## config.mk

```make
export PLATFORM = sky130hd
export DESIGN_NAME = toggle_event_gen
export DESIGN_NICKNAME = d
export VERILOG_FILES = /design/src/rtl/toggle_event_gen_pkg.sv /design/src/rtl/toggle_event_gen_popcount.sv /design/src/rtl/toggle_event_gen.sv
export SDC_FILE = /design/constraint.sdc
export NUM_CORES = 1
export LEC_CHECK = 0
export ABC_AREA = 1
export CORE_AREA = 2 2 246 248
export CTS_CLUSTER_SIZE = 24
export DETAILED_ROUTE_END_ITERATION = 16
export DIE_AREA = 0 0 248 250
export PLACE_DENSITY_LB_ADDON = 0.3
export SYNTH_ARGS = -nofsm -noshare
export SYNTH_HDL_FRONTEND = slang
export SYNTH_SLANG_ARGS = --single-unit
```

## constraint.sdc

```tcl
create_clock -name clock -period 7.36 [get_ports clock]
set_input_delay 1.104 -clock clock [delete_from_list [all_inputs] [get_ports clock]]
set_output_delay 1.104 -clock clock [all_outputs]
set_load 0.01 [all_outputs]
```

## src/rtl/toggle_event_gen_pkg.sv

```systemverilog
// Shared definitions for the toggle coverage front end: FSM states and the
// encoding of per-signal cover points into the sink's valid vector.
package toggle_event_gen_pkg;

  typedef enum logic [1:0] {
    IDLE   = 2'd0,
    PRIME  = 2'd1,
    ACTIVE = 2'd2
  } state_e;

  localparam int unsigned RISE_OFS       = 0;
  localparam int unsigned FALL_OFS       = 1;
  localparam int unsigned POINTS_PER_SIG = 2;

endpackage

```

## src/rtl/toggle_event_gen_popcount.sv

```systemverilog
// Combinational population count of an N-bit vector.
module toggle_popcount #(
  parameter int unsigned N  = 130,
  parameter int unsigned CW = 8
) (
  input  logic [N-1:0]  vec,
  output logic [CW-1:0] count_c
);

  always_comb begin
    count_c = '0;
    for (int unsigned i = 0; i < N; i++) begin
      count_c = count_c + CW'(vec[i]);
    end
  end

endmodule

```

## src/rtl/toggle_event_gen.sv

```systemverilog
// Per-bit rise/fall detector feeding the toggle-coverage sink, with a sticky
// covered mask, per-cycle first-hit count and running covered total.
module toggle_event_gen
  import toggle_event_gen_pkg::*;
#(
  parameter int unsigned WIDTH = 65,
  parameter bit          ONCE  = 1'b1,
  localparam int unsigned CW   = $clog2(2*WIDTH+1)
) (
  input  logic                 clock,
  input  logic                 reset,
  input  logic [WIDTH-1:0]     sample,
  input  logic                 enable,
  input  logic                 clear,
  output logic [2*WIDTH-1:0]   valid,
  output logic [CW-1:0]        new_count,
  output logic [CW-1:0]        covered_total,
  output logic                 all_covered
);

  localparam int unsigned NP = POINTS_PER_SIG * WIDTH;

  state_e          state, state_nxt;
  logic [WIDTH-1:0] prev_q;
  logic [NP-1:0]   hit_c, hit_q, fresh_c, mask_q, valid_q;
  logic [CW-1:0]   fresh_cnt_c, new_q, total_q;

  // Next-state: prime one cycle so prev_q holds live history before detecting
  always_comb begin
    state_nxt = state;
    case (state)
      IDLE:    if (enable) state_nxt = PRIME;
      PRIME:   state_nxt = ACTIVE;
      ACTIVE:  state_nxt = ACTIVE;
      default: state_nxt = IDLE;
    endcase
    if (!enable) state_nxt = IDLE;
  end

  // Interleaved rise/fall detection, only against history taken in PRIME/ACTIVE
  always_comb begin
    hit_c = '0;
    if (state == ACTIVE) begin
      for (int unsigned i = 0; i < WIDTH; i++) begin
        hit_c[POINTS_PER_SIG*i + RISE_OFS] = ~prev_q[i] &  sample[i];
        hit_c[POINTS_PER_SIG*i + FALL_OFS] =  prev_q[i] & ~sample[i];
      end
    end
  end

  assign fresh_c = hit_q & ~mask_q;

  toggle_popcount #(
    .N  (NP),
    .CW (CW)
  ) u_popcount (
    .vec     (fresh_c),
    .count_c (fresh_cnt_c)
  );

  always_ff @(posedge clock or negedge reset) begin
    if (!reset) begin
      state   <= IDLE;
      prev_q  <= '0;
      hit_q   <= '0;
      mask_q  <= '0;
      valid_q <= '0;
      new_q   <= '0;
      total_q <= '0;
    end else begin
      state <= state_nxt;
      if (state != IDLE) prev_q <= sample;
      // clear also drops the hit in flight so a colliding toggle is discarded
      if (clear) begin
        hit_q   <= '0;
        mask_q  <= '0;
        valid_q <= '0;
        new_q   <= '0;
        total_q <= '0;
      end else if (!enable) begin
        hit_q   <= '0;
        valid_q <= '0;
        new_q   <= '0;
      end else begin
        hit_q   <= hit_c;
        mask_q  <= mask_q | hit_q;
        valid_q <= ONCE ? fresh_c : hit_q;
        new_q   <= fresh_cnt_c;
        total_q <= total_q + fresh_cnt_c;
      end
    end
  end

  assign valid         = valid_q;
  assign new_count     = new_q;
  assign covered_total = total_q;
  assign all_covered   = (total_q == CW'(NP));

endmodule

```

# Yosys cells after proc, flatten, opt, wreduce, memory -nomap -nowiden
# Cells that the tools add are included.
[word_totals]
inputBits = 69
out_inout_bits = 147
word_cells = 420
ff_bits = 473
[op_classes]
n_eq_ne = 3
reduce_logical = 4
add_sub_neg = 130
bitwise_logic = 263
mux = 13
[ops]
columns = ["op", "n"]
rows = [
  ["8-bit by 1-bit adder with 8-bit output", 128],
  ["130-bit 2-to-1 mux", 7],
  ["1-bit AND", 130],
  ["130-bit AND", 1],
  ["1-bit inverter", 130],
  ["130-bit inverter", 1],
  ["130-bit OR", 1],
  ["8-bit 2-to-1 mux", 4],
  ["8-bit adder", 1],
  ["8-bit equality test (second input constant)", 1],
  ["2-bit one-hot mux with 2 select lines", 1],
  ["2-bit nonzero test", 2],
  ["1-bit by 1-bit adder with 2-bit output", 1],
  ["2-bit by 1-bit equality test with 1-bit output (second input constant)", 1],
  ["2-bit equality test (second input constant)", 1],
  ["2-bit zero test", 1],
  ["2-bit 2-to-1 mux", 1],
  ["2-bit OR reduction", 1],
]

# Longest topological paths before layout
# Gate-level depths: netlist of the first run.
[logic_depth]
depth_word = 134
mapped_depth = 36
depth_no_buf = 36

# Hierarchy
# From an unflattened synthesis of the first run, not the netlist that was laid out.
[hier_totals]
hier_cells = 2044
area_unflattened_um2 = 20860.0
[modules_own_cells]
columns = ["module", "area_per_inst_um2", "instances", "cells_per_inst", "seq_area_each_um2"]
rows = [
  ["toggle_event_gen", 17349.1, 1, 1695, 11836.4],
  ["toggle_popcount", 3510.9, 1, 349, 0.0],
]

# Worst setup path after synthesis of the first run
# Ideal clock, no wire load.
[synth_timing]
path_kind = "register to register"
start = "register hit_q[114]"
end = "register total_q[7] (netlist: covered_total[7])"
period_less_slack_ps = 8148
setup_time_ps = 117
setup_slack_ps = -788
stages_incl_launch_ff = 34
required_time_ps = 7243
arrival_ps = 8031
path_buffers = 0
cell_sequence = "dfrtp_1 > inv_1 > nor2_1 > fa_1 > inv_1 > fa_1 > inv_1 > fa_1 > fa_1 > inv_1 > fa_1 > fa_1 > inv_1 > fa_1 > inv_1 > fa_1 > fa_1 > fa_1 > fa_1 > fa_1 > inv_1 > a31o_2 > xor2_1 > inv_1 > ha_1 > nand2_1 > nand2_1 > nand2_1 > nand2_1 > inv_1 > o21ai_0 > nand3_1 > nand3_1 > nand2_1"
[synth_via]
elab_chain_cells = 20
[synth_lines]
columns = ["item", "line_no", "source"]
rows = [
  ["start: declaration", "toggle_event_gen.sv:25", "logic [NP-1:0] hit_c, hit_q, fresh_c, mask_q, valid_q;"],
  ["start signal: assignment", "toggle_event_gen.sv:85", "hit_q <= hit_c;"],
  ["130-bit AND", "toggle_event_gen.sv:51", "assign fresh_c = hit_q & ~mask_q;"],
  ["8-bit by 1-bit adder with 8-bit output (16 in series)", "toggle_event_gen_popcount.sv:13", "count_c = count_c + CW'(vec[i]);"],
  ["8-bit adder", "toggle_event_gen.sv:89", "total_q <= total_q + fresh_cnt_c;"],
  ["8-bit 2-to-1 mux", "toggle_event_gen.sv:80", "end else if (!enable) begin"],
  ["8-bit 2-to-1 mux", "toggle_event_gen.sv:74", "if (clear) begin"],
  ["end signal: assignment", "toggle_event_gen.sv:89", ""],
  ["end: declaration", "toggle_event_gen.sv:26", "logic [CW-1:0] fresh_cnt_c, new_q, total_q;"],
]
# No other way between the ends. The select of a mux whose other input is x is not followed.
# A chain may end at the register's enable or synchronous reset.

# Worst setup path in the final report of the first run
[layout_timing]
start = "register hit_q[0]"
end = "register total_q[5] (netlist: covered_total[5])"
[layout_via]
elab_chain_cells = 133
[layout_lines]
columns = ["item", "line_no"]
rows = [
  ["130-bit AND", "toggle_event_gen.sv:51"],
  ["1-bit by 1-bit adder with 2-bit output", "toggle_event_gen_popcount.sv:13"],
  ["8-bit by 1-bit adder with 8-bit output (128 in series)", "toggle_event_gen_popcount.sv:13"],
  ["8-bit adder", "toggle_event_gen.sv:89"],
  ["8-bit 2-to-1 mux", "toggle_event_gen.sv:80"],
  ["8-bit 2-to-1 mux", "toggle_event_gen.sv:74"],
]
# No other way between the ends. The select of a mux whose other input is x is not followed.

==> Implementation_results.wiki, run 1 <==
{| class="wikitable"
! Metric !! Value
|-
| Max transition margin || 0.224
|-
| Result of the run || finished with violations
|-
| CTS max path bufs || 3
|-
| Highest ir drop seen on vdd || 0.171 mV
|-
| Tmin final || 7980 ps
|-
| Required time of the critical path || between 7000 and 8000 ps
|-
| Area growth from synthesis to layout || 28.9%
|-
| Ratio of final minimum period to clock period || 1.08
|-
| TritonCTS clock tree || yes
|-
| Number of buffers inserted during clock tree synthesis || 50
|-
| Class of the tightest hold or removal check || register to register
|-
| Antenna-violating nets left || 0
|-
| Largest net degree at the start of global routing || 175
|-
| Ports placed on the boundary || 216
|-
| Crit path max fanout || 5
|-
| Setup slack after placement || -672 ps
|-
| Largest clock skew in the final design || 23.5 ps
|-
| Violated checks || negative setup slack
|-
| Syn avg cell area || approximately 10 um2
|-
| Reg-to-reg slack, setup || -620 ps
|-
| H-tree depth reported by CTS || 2
|-
| CTS sink cnt || 473
|-
| Startpoint class of the critical path || register
|-
| Worst slack on hold paths || 453 ps
|-
| Global-route wire length before repair || approximately 81,000 um
|-
| Drt first pass iters || 5
|-
| Cell area after synthesis || 20,600 um2
|-
| Cell type with the highest aggregate area in the netlist || sky130_fd_sc_hd__dfrtp_1
|-
| R2R cell count || 28
|-
| Most common cell type on the critical path || sky130_fd_sc_hd__fa_1
|-
| Full die area || around 62,000 um2
|-
| Gate count after technology mapping || 1,974
|-
| Via-per-instance ratio || 4.47
|-
| Share of the synthesized area in the top cell type || 0.574
|-
| FF+latch count, synth || ~470
|-
| Worst Setup Path Type || register to register
|-
| Post-detailed-route DRC marker count || 0
|-
| Max-cap violations || 0
|-
| Total global routing track utilization || 0.170
|-
| Reg clk slew, reported paths || 60 ps
|-
| Std-Cell Core Area || 59,600 um2
|-
| Hold Path Origin || prev_q[28]
|-
| Die Y-Extent || 250 um
|-
| Slowest cell on the critical path || sky130_fd_sc_hd__fa_1
|-
| Critical register-to-register path endpoint || covered_total[5]
|-
| Global route overflow || 0
|-
| Number of buffers added on ports || approximately 220
|-
| Hold-critical path endpoint || hit_q[56]
|-
| Power density cells || ~240 nW/um2
|-
| Routed vias || 14,074
|-
| Count of synthesis-stage warnings from yosys || 0
|-
| Initial antenna violation count || 0
|-
| Worst setup EP type || register
|-
| Worst EP arrival || 8450 ps
|-
| Floorplan row count || 90
|-
| Unrepaired setup endpoints after global routing || yes
|-
| Wirelength, routed || 51,900 um
|-
| Number of hold-slack violations in the final timing report || 0
|-
| Library cell used as clock root buffer || sky130_fd_sc_hd__clkbuf_16
|-
| Die width || 248 um
|-
| Leak pwr || 0.0128 uW
|-
| Transition time at the pin with the least slew margin || 1160 ps
|-
| Placed wire-length estimate after detailed placement || 35,700 um
|-
| Via count of the first global-routing pass || roughly 15,000
|-
| Share of cells above drive strength 1 || 0.152
|-
| Crit-path max cell delay || 570 ps
|-
| Diode count || 0
|-
| Final nets || roughly 2,600
|-
| Number of slew-limit violations in the final report || 0
|-
| Final setup margin || -619 ps
|-
| Number of violations reported at the end of detailed-routing iteration 0 || between 800 and 900
|-
| Routed len/inst || 16.5 um
|-
| Design Power || 6500 uW
|-
| Cell depth of the worst min-delay path || 1
|-
| Number of distinct library cells after synthesis || 29
|-
| Final RePlAce weighted congestion || roughly 0.80
|-
| Worst-skew pair later-pin latency || ~600 ps
|-
| Origin of the critical flop-to-flop path || hit_q[0]
|-
| Post-synthesis net count || 2,195
|-
| Final setup viols || 8
|-
| Main area contributors after synthesis || sky130_fd_sc_hd__dfrtp_1 (57%), sky130_fd_sc_hd__fa_1 (11%), sky130_fd_sc_hd__inv_1 (6.1%), sky130_fd_sc_hd__nand2_1 (5.4%), sky130_fd_sc_hd__nor2_1 (5.0%)
|-
| Starting density of the core || 0.346
|-
| Upper clock frequency limit || 0.125 GHz
|-
| Share of the yosys chip area belonging to registers || 0.574
|-
| Finished Core Util || 0.446
|}
-- cells by family after synthesis --
family | after synthesis | synth area share
AOI/OAI and AO/OA | 218 | 0.0540
xor gates and xnor gates | 5 | 0.00213
adders and majority gates | 152 | 0.135
buffers and inverters | 408 | 0.0808
DFF | 473 | 0.574
and+or+nand+nor | 718 | 0.153
-- synthesized netlist by cell type --
library cell and instances:
sky130_fd_sc_hd__ha_1 34, sky130_fd_sc_hd__inv_1 333, sky130_fd_sc_hd__nor3_1 90, sky130_fd_sc_hd__o21ai_0 71, sky130_fd_sc_hd__a21oi_1 137, sky130_fd_sc_hd__fa_1 118, sky130_fd_sc_hd__nor3_4 10, sky130_fd_sc_hd__nor2_1 272
sky130_fd_sc_hd__nand2_4 2, sky130_fd_sc_hd__dfrtp_1 473, sky130_fd_sc_hd__clkbuf_1 17, sky130_fd_sc_hd__nand2_1 299, sky130_fd_sc_hd__o21bai_1 2, sky130_fd_sc_hd__inv_4 1, sky130_fd_sc_hd__nand3_1 9, sky130_fd_sc_hd__buf_2 36
sky130_fd_sc_hd__inv_2 1, sky130_fd_sc_hd__buf_8 1, sky130_fd_sc_hd__and2_1 2, sky130_fd_sc_hd__nand4_1 4, sky130_fd_sc_hd__o22ai_1 5, sky130_fd_sc_hd__nor3_2 30, sky130_fd_sc_hd__xor2_1 3, sky130_fd_sc_hd__a31o_2 1
sky130_fd_sc_hd__buf_6 10, sky130_fd_sc_hd__a21oi_2 1, sky130_fd_sc_hd__a21o_1 1, sky130_fd_sc_hd__xnor2_1 2, sky130_fd_sc_hd__buf_1 9
-- stage by stage --
stage	setup TNS [ps]	instance area [um2]	cells
after floorplan	-200	20700	1974
after global placement	-2870	24500	3041
after detailed placement	-3570	24500	3041
after CTS	-3240	26300	3137
after global routing	-5910	26600	3147
final	-3710	26600	3147
-- registers in the layout, indices dropped and copies added, names as in the netlist --
| name | count |
|---|---|
| hit_q | 130 |
| valid | 130 |
| new_count | 8 |
| covered_total | 8 |
| state | 2 |
| mask_q | 130 |
| prev_q | 65 |
-- how the worst max path moves through the flow --
stage / end / start / slack (ps) / depth (start not counted)
3_5_place_dp: covered_total[7] / mask_q[96] / -670 / 29
5_1_grt: covered_total[5] / hit_q[0] / -890 / 28
4_1_cts: covered_total[7] / hit_q[0] / -620 / 29
6_report: covered_total[5] / hit_q[0] / -620 / 28
3_3_place_gp: covered_total[7] / hit_q[102] / -580 / 28
2_1_floorplan: covered_total[7] / hit_q[112] / -120 / 33
-- per-layer routing --
metal | part of all wire | GRT usage
met1 | 0.44 | 0.227
met2 | 0.50 | 0.287
met3 | 0.041 | 0.0266
met4 | 0.024 | 0.0482
met5 | 0 | 0
-- area by class of cell --
cell class	instances	area, um2
fill	5486	33000
sequential	473	11800
multi-input combinational	1093	7400
timing repair buffer	376	3420
clock buffer	65	1390
inverter	335	1260
tap	782	978
clock inverter	23	279
-- power breakdown --
group,internal (uW),total [uW],switching (uW)
clock network,1540,2580,1050
registers,2780,2930,147
logic,414,992,578
-- placed cells by master (no fill, tap or decap), types with 9 or more instances in the layout --
cell type,instances
sky130_fd_sc_hd__dfrtp_1,473
sky130_fd_sc_hd__inv_1,313
sky130_fd_sc_hd__nand2_1,289
sky130_fd_sc_hd__nor2_1,262
sky130_fd_sc_hd__clkdlybuf4s50_1,212
sky130_fd_sc_hd__buf_4,152
sky130_fd_sc_hd__a21oi_1,135
sky130_fd_sc_hd__fa_1,110
sky130_fd_sc_hd__nor3_1,88
sky130_fd_sc_hd__o21ai_0,67
sky130_fd_sc_hd__clkbuf_16,51
sky130_fd_sc_hd__nor3_2,31
sky130_fd_sc_hd__ha_1,27
sky130_fd_sc_hd__inv_2,21
sky130_fd_sc_hd__clkinv_2,13
sky130_fd_sc_hd__nor3_4,11
sky130_fd_sc_hd__nand2_2,10
sky130_fd_sc_hd__nor2_2,9
sky130_fd_sc_hd__buf_6,9
-- what timing repair did --
action                                 4_1_cts  5_1_grt
setup endpoints to repair                    7       12
resized for setup                           28       35
hold buffers                                 0        0
buffers inserted                             8       10
endpoints found under the hold margin        0        0
pin swaps                                   23       18
-- critical path: cells and delay by family, from the launching register on --
kind | cells | cell delay (ps)
xor gates and xnor gates | 1 | 130
DFF | 1 | 380
buffers and inverters | 6 | 520
adders and majority gates | 14 | 6230
AOI/OAI and AO/OA | 2 | 280
and+or+nand+nor | 5 | 310
Power figures use the tool's default switching activity.
==> run 2: changes to the inputs <==
--- a/config.mk
+++ b/config.mk
@@ -6,10 +6,11 @@
 export NUM_CORES = 1
 export LEC_CHECK = 0
 export ABC_AREA = 1
+export ABC_CLOCK_PERIOD_IN_PS = 7360
 export CORE_AREA = 2 2 246 248
-export CTS_CLUSTER_SIZE = 24
 export DETAILED_ROUTE_END_ITERATION = 16
 export DIE_AREA = 0 0 248 250
+export HOLD_SLACK_MARGIN = 0.02
 export PLACE_DENSITY_LB_ADDON = 0.3
 export SYNTH_ARGS = -nofsm -noshare
 export SYNTH_HDL_FRONTEND = slang
==> run 2 against run 1 <==
  * The flow still finishes with violations (negative setup slack)
  * Global-route usage barely moved
  * Total power is 0.27% lower
  * Sequential cell count did not move
  * Worst hold slack better by 0.61 ps
  * Critical endpoint is now covered_total[7]
==> Implementation_results.wiki, run 2 (synthesis results as in run 1) <==
{| class="wikitable"
! Metric !! Value
|-
| Fill count || 5,499 (+0.24%)
|-
| Largest net degree at the start of global routing || 175 (unchanged)
|-
| Cell area reported after detailed placement || 24,500 um2 (unchanged)
|-
| Highest ir drop seen on vdd || 0.170 mV (-0.68%)
|-
| Number of violations reported at the end of detailed-routing iteration 0 || 861 (+0.47%)
|-
| Number of hold-slack violations in the final timing report || 0 (unchanged)
|-
| Routed vias || 14,032 (-0.30%)
|-
| Slowest cell on the critical path || sky130_fd_sc_hd__fa_1
|-
| H-tree depth reported by CTS || 2 (unchanged)
|-
| Total area of multi-input combinational cells || 7370 um2 (-0.34%)
|-
| Unrepaired setup endpoints after global routing || yes
|-
| Ratio of final minimum period to clock period || 1.09 (+0.00193)
|-
| Result of the run || finished with violations
|-
| Wirelength, routed || 51,700 um (-0.39%)
|-
| Most common cell after layout, fill and taps aside || sky130_fd_sc_hd__dfrtp_1
|-
| Final setup viols || 8 (unchanged)
|-
| Max transition margin || 0.193 (-0.0313)
|-
| Number of buffers inserted during clock tree synthesis || 50 (unchanged)
|-
| Initial antenna violation count || 0 (unchanged)
|-
| Setup slack after placement || -672 ps (unchanged)
|-
| TritonCTS clock tree || yes
|-
| Worst EP arrival || 8470 ps (+20 ps)
|-
| Hold Path Origin || prev_q[28]
|-
| Power density cells || 245 nW/um2 (about the same)
|-
| Std-Cell Core Area || 59,600 um2 (unchanged)
|-
| Diode count || 0 (unchanged)
|-
| Die Y-Extent || 250 um (unchanged)
|-
| Global route overflow || 0 (unchanged)
|-
| Via count of the first global-routing pass || 14,506 (-0.083%)
|-
| CTS sink cnt || 473 (unchanged)
|-
| Worst-skew pair later-pin latency || 590 ps (about the same)
|-
| Transition time at the pin with the least slew margin || 1210 ps (+47.0 ps)
|-
| Drt first pass iters || 5 (unchanged)
|-
| Crit-path max cell delay || 570 ps (about the same)
|-
| Upper clock frequency limit || 0.125 GHz (-0.18%)
|-
| Post-detailed-route DRC marker count || 0 (unchanged)
|-
| Routed len/inst || 16.4 um (-0.30%)
|-
| Via-per-instance ratio || 4.46 (-0.20%)
|-
| Final RePlAce weighted congestion || 0.803 (unchanged)
|-
| Number of slew-limit violations in the final report || 0 (unchanged)
|-
| Required time of the critical path || 7840 ps (about the same)
|-
| Global-route wire length before repair || 80,600 um (-0.18%)
|-
| Library cell used as clock root buffer || sky130_fd_sc_hd__clkbuf_16
|-
| Footprint of the flip-flops and latches || 11,800 um2 (unchanged)
|-
| Largest clock skew in the final design || 24.5 ps (+0.912 ps)
|-
| Startpoint class of the critical path || register
|-
| Final nets || 2,547 (-0.12%)
|-
| Most common cell type on the critical path || sky130_fd_sc_hd__fa_1
|-
| Commonest cells after routing, fill and taps aside || sky130_fd_sc_hd__dfrtp_1 (473), sky130_fd_sc_hd__inv_1 (313), sky130_fd_sc_hd__nand2_1 (289), sky130_fd_sc_hd__nor2_1 (262), sky130_fd_sc_hd__clkdlybuf4s50_1 (212)
|-
| Number of buffers added on ports || 215 (unchanged)
|-
| Starting density of the core || 0.346 (unchanged)
|-
| Final standard cell area without fillers || 26,500 um2 (-0.19%)
|-
| Floorplan row count || 90 (unchanged)
|-
| Placed wire-length estimate after detailed placement || 35,700 um (unchanged)
|-
| Tmin final || 7990 ps (+14.2 ps)
|-
| Origin of the critical flop-to-flop path || hit_q[0]
|-
| Total global routing track utilization || 0.170 (-0.000247)
|-
| Crit path max fanout || 5 (unchanged)
|-
| Worst Setup Path Type || register to register
|-
| Critical path buffer and inverter count || 6 (unchanged)
|-
| Antenna-violating nets left || 0 (unchanged)
|-
| Max-cap violations || 0 (unchanged)
|-
| Design Power || 6480 uW (-0.27%)
|-
| Worst setup EP type || register
|-
| Finished Core Util || 0.445 (-0.000861)
|-
| CP Launch Point || hit_q[0]
|-
| Leak pwr || 0.0128 uW (-0.13%)
|-
| Area growth from synthesis to layout || 28.6%
|-
| Ports placed on the boundary || 216 (unchanged)
|-
| Final setup margin || -634 ps (-14.2 ps)
|-
| CTS max path bufs || 3 (unchanged)
|-
| Violated checks || negative setup slack
|-
| Full die area || 62,000 um2 (unchanged)
|-
| Die width || 248 um (unchanged)
|-
| Reg clk slew, reported paths || 60 ps (about the same)
|-
| Class of the tightest hold or removal check || register to register
|-
| Kind of cell adding the most delay to the critical path || adder cells
|-
| Share of cells above drive strength 1 || 0.150 (-0.00235)
|}
[run 2: cell types whose count changed in the layout (fill, tap and decap cells not counted), sizes merged]
cell  previous run  this run
buf            164       161
[run 2: final cells by class]
type	instances	area share
clock buffer	65	0.0524
inverter	335	0.0475
clock inverter	23	0.0105
multi-input combinational	1093	0.278
tap	782	0.0369
timing repair buffer	373	0.128
sequential	473	0.447
[run 2: final timing paths]
kind                                          to  slack [ps]  depth (start not counted)
worst max register to register  covered_total[7]        -630                         29
worst min-delay path                   hit_q[56]         450                          1
worst min register to register         hit_q[56]         450                          1
worst max-delay path            covered_total[7]        -630                         29
min in group asynchronous             prev_q[33]         510                          1
max in group asynchronous            mask_q[115]        5360                          2
[run 2: timing repair]
| action | CTS | global route |
|---|---|---|
| pin swaps | 23 | 18 |
| hold buffers | 0 | 0 |
| setup endpoints to repair | 7 | 12 |
| gates resized for setup | 28 | 29 |
| setup buffers | 8 | 7 |
[run 2: report_power, final]
part	internal, uW	switching, uW	total, uW
registers	2780	147	2930
logic	408	573	981
clock network	1540	1040	2580
total	4720	1760	6480
[run 2: metal layers]
metal / part of all wire / GRT usage / routed length [um] / up-vias
met5: 0 / 0 / 0 / -
met4: 0.024 / 0.0489 / 1240 / 0
met3: 0.040 / 0.0261 / 2080 / 75
met2: 0.50 / 0.286 / 25800 / 255
met1: 0.44 / 0.227 / 22600 / 6996
li1: - / - / - / 6706
[run 2: through the flow]
stage	TNS [ps]	std cells	hold slack (ps)
6_report	-3820	3144	454
5_1_grt	-5850	3144	466
4_1_cts	-3240	3137	453
3_5_place_dp	-3570	3041	445
3_3_place_gp	-2870	3041	444
2_1_floorplan	-200	1974	431
